`src/rtl/apb_master_if.sv`:
```
// Bundle of command, response and APB bus signals for the APB master.
// The master modport is the view used by apb_master. The slave modport is
// the view of whatever sits on the other side: the command source, the
// response sink and the APB completer.
interface apb_master_if #(
    parameter int ADDR_WIDTH = 4,
    parameter int DATA_WIDTH = 16
);
    logic                  cmd_valid;
    logic                  cmd_ready;
    logic                  cmd_write;
    logic [ADDR_WIDTH-1:0] cmd_addr;
    logic [DATA_WIDTH-1:0] cmd_wdata;

    logic                  rsp_valid;
    logic                  rsp_ready;
    logic [DATA_WIDTH-1:0] rsp_rdata;
    logic                  rsp_err;
    logic                  rsp_timeout;

    logic                  PSELx;
    logic                  PENABLE;
    logic                  PWRITE;
    logic [ADDR_WIDTH-1:0] PADDR;
    logic [DATA_WIDTH-1:0] PWDATA;
    logic                  PREADY;
    logic [DATA_WIDTH-1:0] PRDATA;
    logic                  PSLVERR;

    modport master (
        input  cmd_valid, cmd_write, cmd_addr, cmd_wdata,
        input  rsp_ready,
        input  PREADY, PRDATA, PSLVERR,
        output cmd_ready,
        output rsp_valid, rsp_rdata, rsp_err, rsp_timeout,
        output PSELx, PENABLE, PWRITE, PADDR, PWDATA
    );

    modport slave (
        output cmd_valid, cmd_write, cmd_addr, cmd_wdata,
        output rsp_ready,
        output PREADY, PRDATA, PSLVERR,
        input  cmd_ready,
        input  rsp_valid, rsp_rdata, rsp_err, rsp_timeout,
        input  PSELx, PENABLE, PWRITE, PADDR, PWDATA
    );
endinterface

```
`src/rtl/apb_master.sv`:
```
// Single-outstanding APB master.
// It turns one command into one APB transfer and one response. A transfer is
// aborted after TIMEOUT consecutive ACCESS cycles with PREADY low. Every APB
// output and every rsp output comes straight from a flop.
module apb_master #(
    parameter int ADDR_WIDTH = 4,
    parameter int DATA_WIDTH = 16,
    parameter int TIMEOUT    = 16
) (
    input  logic         PCLK,
    input  logic         PRESET,
    apb_master_if.master bus
);
    typedef enum logic [1:0] {IDLE, SETUP, ACCESS, RESP} state_t;

    // Value the wait counter holds on the last wait cycle that is still allowed.
    localparam logic [7:0] WAIT_LAST = 8'(TIMEOUT - 1);

    state_t                state_q, state_d;
    logic [7:0]            wait_q, wait_d;
    logic                  psel_q, psel_d;
    logic                  penable_q, penable_d;
    logic                  pwrite_q, pwrite_d;
    logic [ADDR_WIDTH-1:0] paddr_q, paddr_d;
    logic [DATA_WIDTH-1:0] pwdata_q, pwdata_d;
    logic                  rsp_valid_q, rsp_valid_d;
    logic [DATA_WIDTH-1:0] rsp_rdata_q, rsp_rdata_d;
    logic                  rsp_err_q, rsp_err_d;
    logic                  rsp_timeout_q, rsp_timeout_d;

    assign bus.cmd_ready   = (state_q == IDLE);
    assign bus.PSELx       = psel_q;
    assign bus.PENABLE     = penable_q;
    assign bus.PWRITE      = pwrite_q;
    assign bus.PADDR       = paddr_q;
    assign bus.PWDATA      = pwdata_q;
    assign bus.rsp_valid   = rsp_valid_q;
    assign bus.rsp_rdata   = rsp_rdata_q;
    assign bus.rsp_err     = rsp_err_q;
    assign bus.rsp_timeout = rsp_timeout_q;

    // Next-state and next-output logic; every register holds its value unless a state changes it.
    always_comb begin
        state_d       = state_q;
        wait_d        = wait_q;
        psel_d        = psel_q;
        penable_d     = penable_q;
        pwrite_d      = pwrite_q;
        paddr_d       = paddr_q;
        pwdata_d      = pwdata_q;
        rsp_valid_d   = rsp_valid_q;
        rsp_rdata_d   = rsp_rdata_q;
        rsp_err_d     = rsp_err_q;
        rsp_timeout_d = rsp_timeout_q;
        case (state_q)
            IDLE: begin
                if (bus.cmd_valid) begin
                    paddr_d   = bus.cmd_addr;
                    pwrite_d  = bus.cmd_write;
                    pwdata_d  = bus.cmd_wdata;
                    psel_d    = 1'b1;
                    penable_d = 1'b0;
                    wait_d    = 8'd0;
                    state_d   = SETUP;
                end
            end
            SETUP: begin
                penable_d = 1'b1;
                state_d   = ACCESS;
            end
            ACCESS: begin
                // A ready completer takes priority over an expiring wait count.
                if (bus.PREADY) begin
                    psel_d        = 1'b0;
                    penable_d     = 1'b0;
                    rsp_rdata_d   = pwrite_q ? '0 : bus.PRDATA;
                    rsp_err_d     = bus.PSLVERR;
                    rsp_timeout_d = 1'b0;
                    rsp_valid_d   = 1'b1;
                    state_d       = RESP;
                end else if (wait_q == WAIT_LAST) begin
                    psel_d        = 1'b0;
                    penable_d     = 1'b0;
                    rsp_rdata_d   = '0;
                    rsp_err_d     = 1'b1;
                    rsp_timeout_d = 1'b1;
                    rsp_valid_d   = 1'b1;
                    state_d       = RESP;
                end else begin
                    wait_d = wait_q + 8'd1;
                end
            end
            RESP: begin
                if (bus.rsp_ready) begin
                    rsp_valid_d = 1'b0;
                    state_d     = IDLE;
                end
            end
            default: state_d = IDLE;
        endcase
    end

    // State and output registers; reset drops any transfer in flight without a response.
    always_ff @(posedge PCLK) begin
        if (PRESET) begin
            state_q       <= IDLE;
            wait_q        <= 8'd0;
            psel_q        <= 1'b0;
            penable_q     <= 1'b0;
            pwrite_q      <= 1'b0;
            paddr_q       <= '0;
            pwdata_q      <= '0;
            rsp_valid_q   <= 1'b0;
            rsp_rdata_q   <= '0;
            rsp_err_q     <= 1'b0;
            rsp_timeout_q <= 1'b0;
        end else begin
            state_q       <= state_d;
            wait_q        <= wait_d;
            psel_q        <= psel_d;
            penable_q     <= penable_d;
            pwrite_q      <= pwrite_d;
            paddr_q       <= paddr_d;
            pwdata_q      <= pwdata_d;
            rsp_valid_q   <= rsp_valid_d;
            rsp_rdata_q   <= rsp_rdata_d;
            rsp_err_q     <= rsp_err_d;
            rsp_timeout_q <= rsp_timeout_d;
        end
    end
endmodule

```
`src/flat_wrapper.sv`:
```
// flat-port wrapper written by rule: the top's interface ports become plain ports
module apb_master_flat 
#(
    parameter int ADDR_WIDTH = 4,
    parameter int DATA_WIDTH = 16,
    parameter int TIMEOUT    = 16
)
  (PCLK, PRESET, bus_cmd_valid, bus_cmd_write, bus_cmd_addr, bus_cmd_wdata, bus_rsp_ready, bus_PREADY, bus_PRDATA, bus_PSLVERR, bus_cmd_ready, bus_rsp_valid, bus_rsp_rdata, bus_rsp_err, bus_rsp_timeout, bus_PSELx, bus_PENABLE, bus_PWRITE, bus_PADDR, bus_PWDATA);
  apb_master_if #(.ADDR_WIDTH(ADDR_WIDTH), .DATA_WIDTH(DATA_WIDTH)) bus_i ();
  input  logic PCLK;
  input  logic PRESET;
  input wire logic [$bits(bus_i.cmd_valid)-1:0] bus_cmd_valid;
  input wire logic [$bits(bus_i.cmd_write)-1:0] bus_cmd_write;
  input wire logic [$bits(bus_i.cmd_addr)-1:0] bus_cmd_addr;
  input wire logic [$bits(bus_i.cmd_wdata)-1:0] bus_cmd_wdata;
  input wire logic [$bits(bus_i.rsp_ready)-1:0] bus_rsp_ready;
  input wire logic [$bits(bus_i.PREADY)-1:0] bus_PREADY;
  input wire logic [$bits(bus_i.PRDATA)-1:0] bus_PRDATA;
  input wire logic [$bits(bus_i.PSLVERR)-1:0] bus_PSLVERR;
  output wire logic [$bits(bus_i.cmd_ready)-1:0] bus_cmd_ready;
  output wire logic [$bits(bus_i.rsp_valid)-1:0] bus_rsp_valid;
  output wire logic [$bits(bus_i.rsp_rdata)-1:0] bus_rsp_rdata;
  output wire logic [$bits(bus_i.rsp_err)-1:0] bus_rsp_err;
  output wire logic [$bits(bus_i.rsp_timeout)-1:0] bus_rsp_timeout;
  output wire logic [$bits(bus_i.PSELx)-1:0] bus_PSELx;
  output wire logic [$bits(bus_i.PENABLE)-1:0] bus_PENABLE;
  output wire logic [$bits(bus_i.PWRITE)-1:0] bus_PWRITE;
  output wire logic [$bits(bus_i.PADDR)-1:0] bus_PADDR;
  output wire logic [$bits(bus_i.PWDATA)-1:0] bus_PWDATA;
  assign bus_i.cmd_valid = bus_cmd_valid;
  assign bus_i.cmd_write = bus_cmd_write;
  assign bus_i.cmd_addr = bus_cmd_addr;
  assign bus_i.cmd_wdata = bus_cmd_wdata;
  assign bus_i.rsp_ready = bus_rsp_ready;
  assign bus_i.PREADY = bus_PREADY;
  assign bus_i.PRDATA = bus_PRDATA;
  assign bus_i.PSLVERR = bus_PSLVERR;
  assign bus_cmd_ready = bus_i.cmd_ready;
  assign bus_rsp_valid = bus_i.rsp_valid;
  assign bus_rsp_rdata = bus_i.rsp_rdata;
  assign bus_rsp_err = bus_i.rsp_err;
  assign bus_rsp_timeout = bus_i.rsp_timeout;
  assign bus_PSELx = bus_i.PSELx;
  assign bus_PENABLE = bus_i.PENABLE;
  assign bus_PWRITE = bus_i.PWRITE;
  assign bus_PADDR = bus_i.PADDR;
  assign bus_PWDATA = bus_i.PWDATA;
  apb_master #(.ADDR_WIDTH(ADDR_WIDTH), .DATA_WIDTH(DATA_WIDTH), .TIMEOUT(TIMEOUT)) u_core (.PCLK(PCLK), .PRESET(PRESET), .bus(bus_i));
endmodule
```
`config.mk`:
```
export PLATFORM = sky130hd
export DESIGN_NAME = apb_master_flat
export DESIGN_NICKNAME = d
export VERILOG_FILES = /design/src/rtl/apb_master_if.sv /design/src/rtl/apb_master.sv /design/src/flat_wrapper.sv
export SDC_FILE = /design/constraint.sdc
export NUM_CORES = 1
export LEC_CHECK = 0
export BUFFER_PORTS_ARGS = -buffer_cell sky130_fd_sc_hd__clkbuf_2
export CAP_MARGIN = 20
export CORE_AREA = 8 8 78 80
export CTS_CLUSTER_SIZE = 20
export DETAILED_ROUTE_END_ITERATION = 7
export DIE_AREA = 0 0 86 88
export GPL_ROUTABILITY_DRIVEN = 0
export PLACE_DENSITY = 0.74
export SLEW_MARGIN = 20
export SYNTH_ARGS = -nofsm -noshare
export SYNTH_HDL_FRONTEND = slang
export SYNTH_SLANG_ARGS = --single-unit
```
`constraint.sdc`:
```
create_clock -name PCLK -period 4.6 [get_ports PCLK]
set_input_delay 0.92 -clock PCLK [delete_from_list [all_inputs] [get_ports PCLK]]
set_output_delay 0.92 -clock PCLK [all_outputs]
set_load 0.02 [all_outputs]
```
**After elaboration in Yosys (flattened, before gate mapping)**

Index checks and enable logic that the tools add are counted.

- Output and inout port bits: 43
- Bits in registers: 52
- Word-level logic and storage cells: 57
- Input bits: 43

- Equality and inequality tests: 9
- Multiplexer cells: 24
- Add/subtract/negate cells: 1
- Reduce and logical (&&, ||, !) cells: 12

Operators with widths:

| cell | count |
|---|---|
| two-way mux 16 bit | 3 |
| two-way mux 8 bit | 3 |
| case mux 8 bit (2 select lines) | 1 |
| AND reduction 3 bit | 4 |
| two-way mux 1 bit | 9 |
| adder 8 x 1 -> 8 bit (second input constant) | 1 |
| == test 8 x 4 -> 1 bit (second input constant) | 1 |
| two-way mux 2 bit | 4 |
| inequality test 2 bit (second input constant) | 4 |
| case mux 2 bit (4 select lines) | 1 |
| nonzero test 2 bit | 3 |
| == test 2 bit (second input constant) | 2 |
| case mux 1 bit (2 select lines) | 2 |
| AND reduction 2 bit | 2 |
| AND reduction 4 bit | 1 |
| inequality test 3 x 2 -> 1 bit (second input constant) | 1 |
| case mux 1 bit (3 select lines) | 1 |
| nonzero test 3 bit | 1 |
| == test 2 x 1 -> 1 bit (second input constant) | 1 |
| zero test 2 bit | 1 |

**Depth between registers and ports, before layout**

- Depth in word-level cells: 4
- Gate-level depth with buffers: 6
- Mapped depth without buffers: 6

**Least setup slack after synthesis**

No wires, ideal clock.

- Kind: input to register
- Start point: in bus_PREADY
- End point: reg u_core.rsp_rdata_q[0] (netlist: u_core.bus.rsp_rdata[0])
- Setup slack: 2.493 ns
- Path buffers: 2
- Stages: 5
- Setup time: 0.059 ns
- Data required time: 4.541 ns
- Arrival time: 2.048 ns
- Cell sequence: buf_2 nand2_1 nor3_1 clkbuf_1 a22o_1

- Longest elaborated chain between the ends: 2
- Elaborated cells between the ends (all ways): 3
- Classes of those cells: mux: 1; reduce/logical: 2

Ends and longest elaborated chain:

| what | line | RTL |
|---|---|---|
| from (decl) | flat_wrapper.sv:17 | `input wire logic [$bits(bus_i.PREADY)-1:0] bus_PREADY;` |
| nonzero test 2 bit (no source line) | - |  |
| AND reduction 2 bit (no source line) | - |  |
| to (signal assigned) | apb_master.sv:126 | `rsp_rdata_q <= rsp_rdata_d;` |
| to (decl) | apb_master.sv:27 | `logic [DATA_WIDTH-1:0] rsp_rdata_q, rsp_rdata_d;` |

Several ways; a longest one is shown, not always the timed one.
A chain may end at the register's enable or synchronous reset.

**Worst setup path in the final report**

- Start point: reg u_core.state_q[0]
- End point: reg u_core.rsp_rdata_q[4] (netlist: u_core.bus.rsp_rdata[4])

- Longest elaborated chain between the ends: 2

Ends and longest elaborated chain:

| what | line | RTL |
|---|---|---|
| from (decl) | apb_master.sv:19 | `state_t state_q, state_d;` |
| from (signal assigned) | apb_master.sv:118 | `state_q <= state_d;` |
| == test 2 bit | apb_master.sv:55 | `case (state_q)` |
| AND reduction 2 bit (no source line) | - |  |

Every way passes these cells.

==> flow_summary.yaml <==
outcome:
  status: "finished, final reports clean"
power_and_ir_drop:
  ir_drop_mv: 0.244
  leakagePower_nw: 1.20
  total_power_w: 0.00121
  powerDensity_nw_per_um2: 454
grt:
  grt_use_met1_pct: 18.2
  grt_use_met3_pct: 4.88
  gr-total-overflow: 0
  grt_use_total_pct: 14.8
  met2_usage_pct: 22.7
  grt_pass1_wl_um: 9110
  antenna_found_initial: 0
  grt_start_max_net_pins: 36
  grt_pass1_vias: 1944
  grt_busiest_layer: "met2"
logic_synthesis:
  synth_top_family_by_area: "compound AO/OA/AOI/OAI gates"
  synth-adder-area-share_pct: 4.13
  synth.distinct_cells: 40
  synth-seq-cells: 52
  postSynthNetCount: 286
  synth_ff_type: "dfxtp_1"
  syn_area_per_cell_um2: 8.99
  async_flop_share_pct: 0
  synth_edf_count: 0
  syn_area_um2: 2120
  synthMuxAreaShare_pct: 2.48
  ys.warnings.count: 0
  synthXorXnorAreaFrac_pct: 0
  synth_top_area_share_pct: 49.1
  synth_commonest_cells: "nand2_1 (55), dfxtp_1 (52), a21oi_1 (29), a22o_1 (16), clkbuf_1 (10)"
  synthCells: 236
  yosysMostFrequentCell: "nand2_1"
  synthTopCellsByArea: "dfxtp_1 (49%), nand2_1 (9.7%), a21oi_1 (6.8%), a22o_1 (6.6%), ha_1 (4.1%)"
  synthSimpleGateAreaFrac_pct: 19.6
  synth_compound_area_share_pct: 21.2
  yosysTopAreaCell: "dfxtp_1"
  ys_seq_area_share_pct: 49.1
clocking:
  clock-sinks: 52
  clkLatencyLatePin_ns: 0.31
  cts_resized: 0
  hold_buffers: 0
  cts_buffer_depth: 2
  cts_setup_buffers: 0
  clk_pin_slew_worst_paths_ns: 0.10
  clock-root-buffer: "clkbuf_8"
  cts_tree: "built"
  cts_buffers: 5
  cts.htree.levels: 2
critical_path:
  worst_ep_arrival_time_ns: 2.64
  critPathLaunchType: "register"
  critical_path_class: "reg2reg"
  crit_fanout: 22
  crit_required_ns: 4.84
  end_kind: "register"
sta:
  max_slew_margin_pct: 37.7
  rsz0062_at_grt: "no"
  maxSlewViolCount: 0
  finalSetupViolCount: 0
  finalHoldViolCount: 0
  finalClockSkew_ns: 0.0103
  worst_slew_pin_slew_ns: 0.930
  tns_ns: 0
  max_freq_mhz: 417
  min_period_ns: 2.40
  period_share_pct: 52.1
drt:
  vias_per_cell: 5.16
  drc: 0
  wirelength_um: 5450
  wire_per_inst_um: 14.1
  drtIter0Drc: 114
  postRouteAntennaNets: 0
  first_pass_iters: 4
  via_count: 1993
finish:
  nNetsFinal: 365
  stdcell_area_um2: 2670
  area_growth_pct: 26.0
  drive_gt1_share_pct: 30.7
  utilization_pct: 54.4
  fillers: 454
  n_antenna_cell: 0
floorplan:
  core-area_um2: 4910
  placementRows: 26
  die_width_um: 86
  die_y_um: 88
  dieArea_um2: 7570
  initial_core_util_pct: 43.2
  boundaryPins: 86
placed_design:
  dp_hpwl_um: 3970
  dpl_cell_area_um2: 2580
  portBuffers: 85
min_path:
  hp-class: "reg2reg"
run:
  cap_violations: 0
sequential cells by signal (all words and copies together), names as in the netlist:
name                    cells
u_core.bus.PWRITE           1
u_core.bus.PSELx            1
u_core.bus.rsp_err          1
u_core.wait_q               8
u_core.bus.rsp_timeout      1
u_core.bus.rsp_rdata       16
u_core.bus.rsp_valid        1
u_core.bus.PENABLE          1
u_core.bus.PADDR            4
u_core.bus.PWDATA          16
u_core.state_q              2
cell usage in the layout, fill, tap and decap left out, types with 5 or more instances in the layout:
master    instances
a22o_1           16
o21ai_0           5
nor2_1            5
dfxtp_1          52
clkbuf_8          5
clkbuf_2         85
nand3_1           6
ha_1              7
a21oi_1          29
nand2_1          55
per-layer routing:
| metal | vias up | part of all wire (%) |
|---|---|---|
| li1 | 1000 | - |
| met1 | 914 | 46 |
| met2 | 73 | 44 |
| met3 | 6 | 8.4 |
| met4 | 0 | 1.7 |
| met5 | - | 0 |
final timing paths:
kind                            slack, ns                 from  depth (start not counted)                       to
worst max-delay path                 2.20    u_core.state_q[0]                          5  u_core.bus.rsp_rdata[4]
worst min-delay path                 0.46  u_core.bus.PADDR[0]                          2      u_core.bus.PADDR[0]
worst max register to register       2.20    u_core.state_q[0]                          5  u_core.bus.rsp_rdata[4]
worst min register to register       0.46  u_core.bus.PADDR[0]                          2      u_core.bus.PADDR[0]
through the flow:
step | hold WS, ns | cells | setup WS, ns
finish | 0.460 | 386 | 2.20
global route | 0.487 | 386 | 2.02
CTS | 0.461 | 386 | 2.19
detailed placement | 0.446 | 378 | 2.03
global placement | 0.442 | 378 | 2.06
floorplan | 0.466 | 236 | 2.49
cells by family after synthesis:
kind of cell    Yosys count
fa+ha+maj                 7
compound gates           67
mux                       5
flops                    52
buf+inv                  17
simple gates             88
where the power goes:
part / internal [W] / switching (W)
logic: 0.000136 / 0.000267
registers: 0.000509 / 0.0000359
clock network: 0.000109 / 0.000155
final cells by class:
class,instances,area (um^2),area share [%]
Clock buffer,5,68.8,2.58
Inverter,4,15.0,0.562
Tap cell,70,87.6,3.28
Clock inverter,3,22.5,0.843
Multi-Input combinational cell,167,1010,37.8
Sequential cell,52,1040,39.0
Timing Repair Buffer,85,425,15.9
worst max-delay path: stages, from the launching register on:
cell and delay, ns:
dfxtp_1 0.36, inv_1 0.13, ha_1 0.65, nand2_1 0.19
nor3_2 0.74, a22o_1 0.26
No activity file was read; power rests on OpenSTA's default activity.
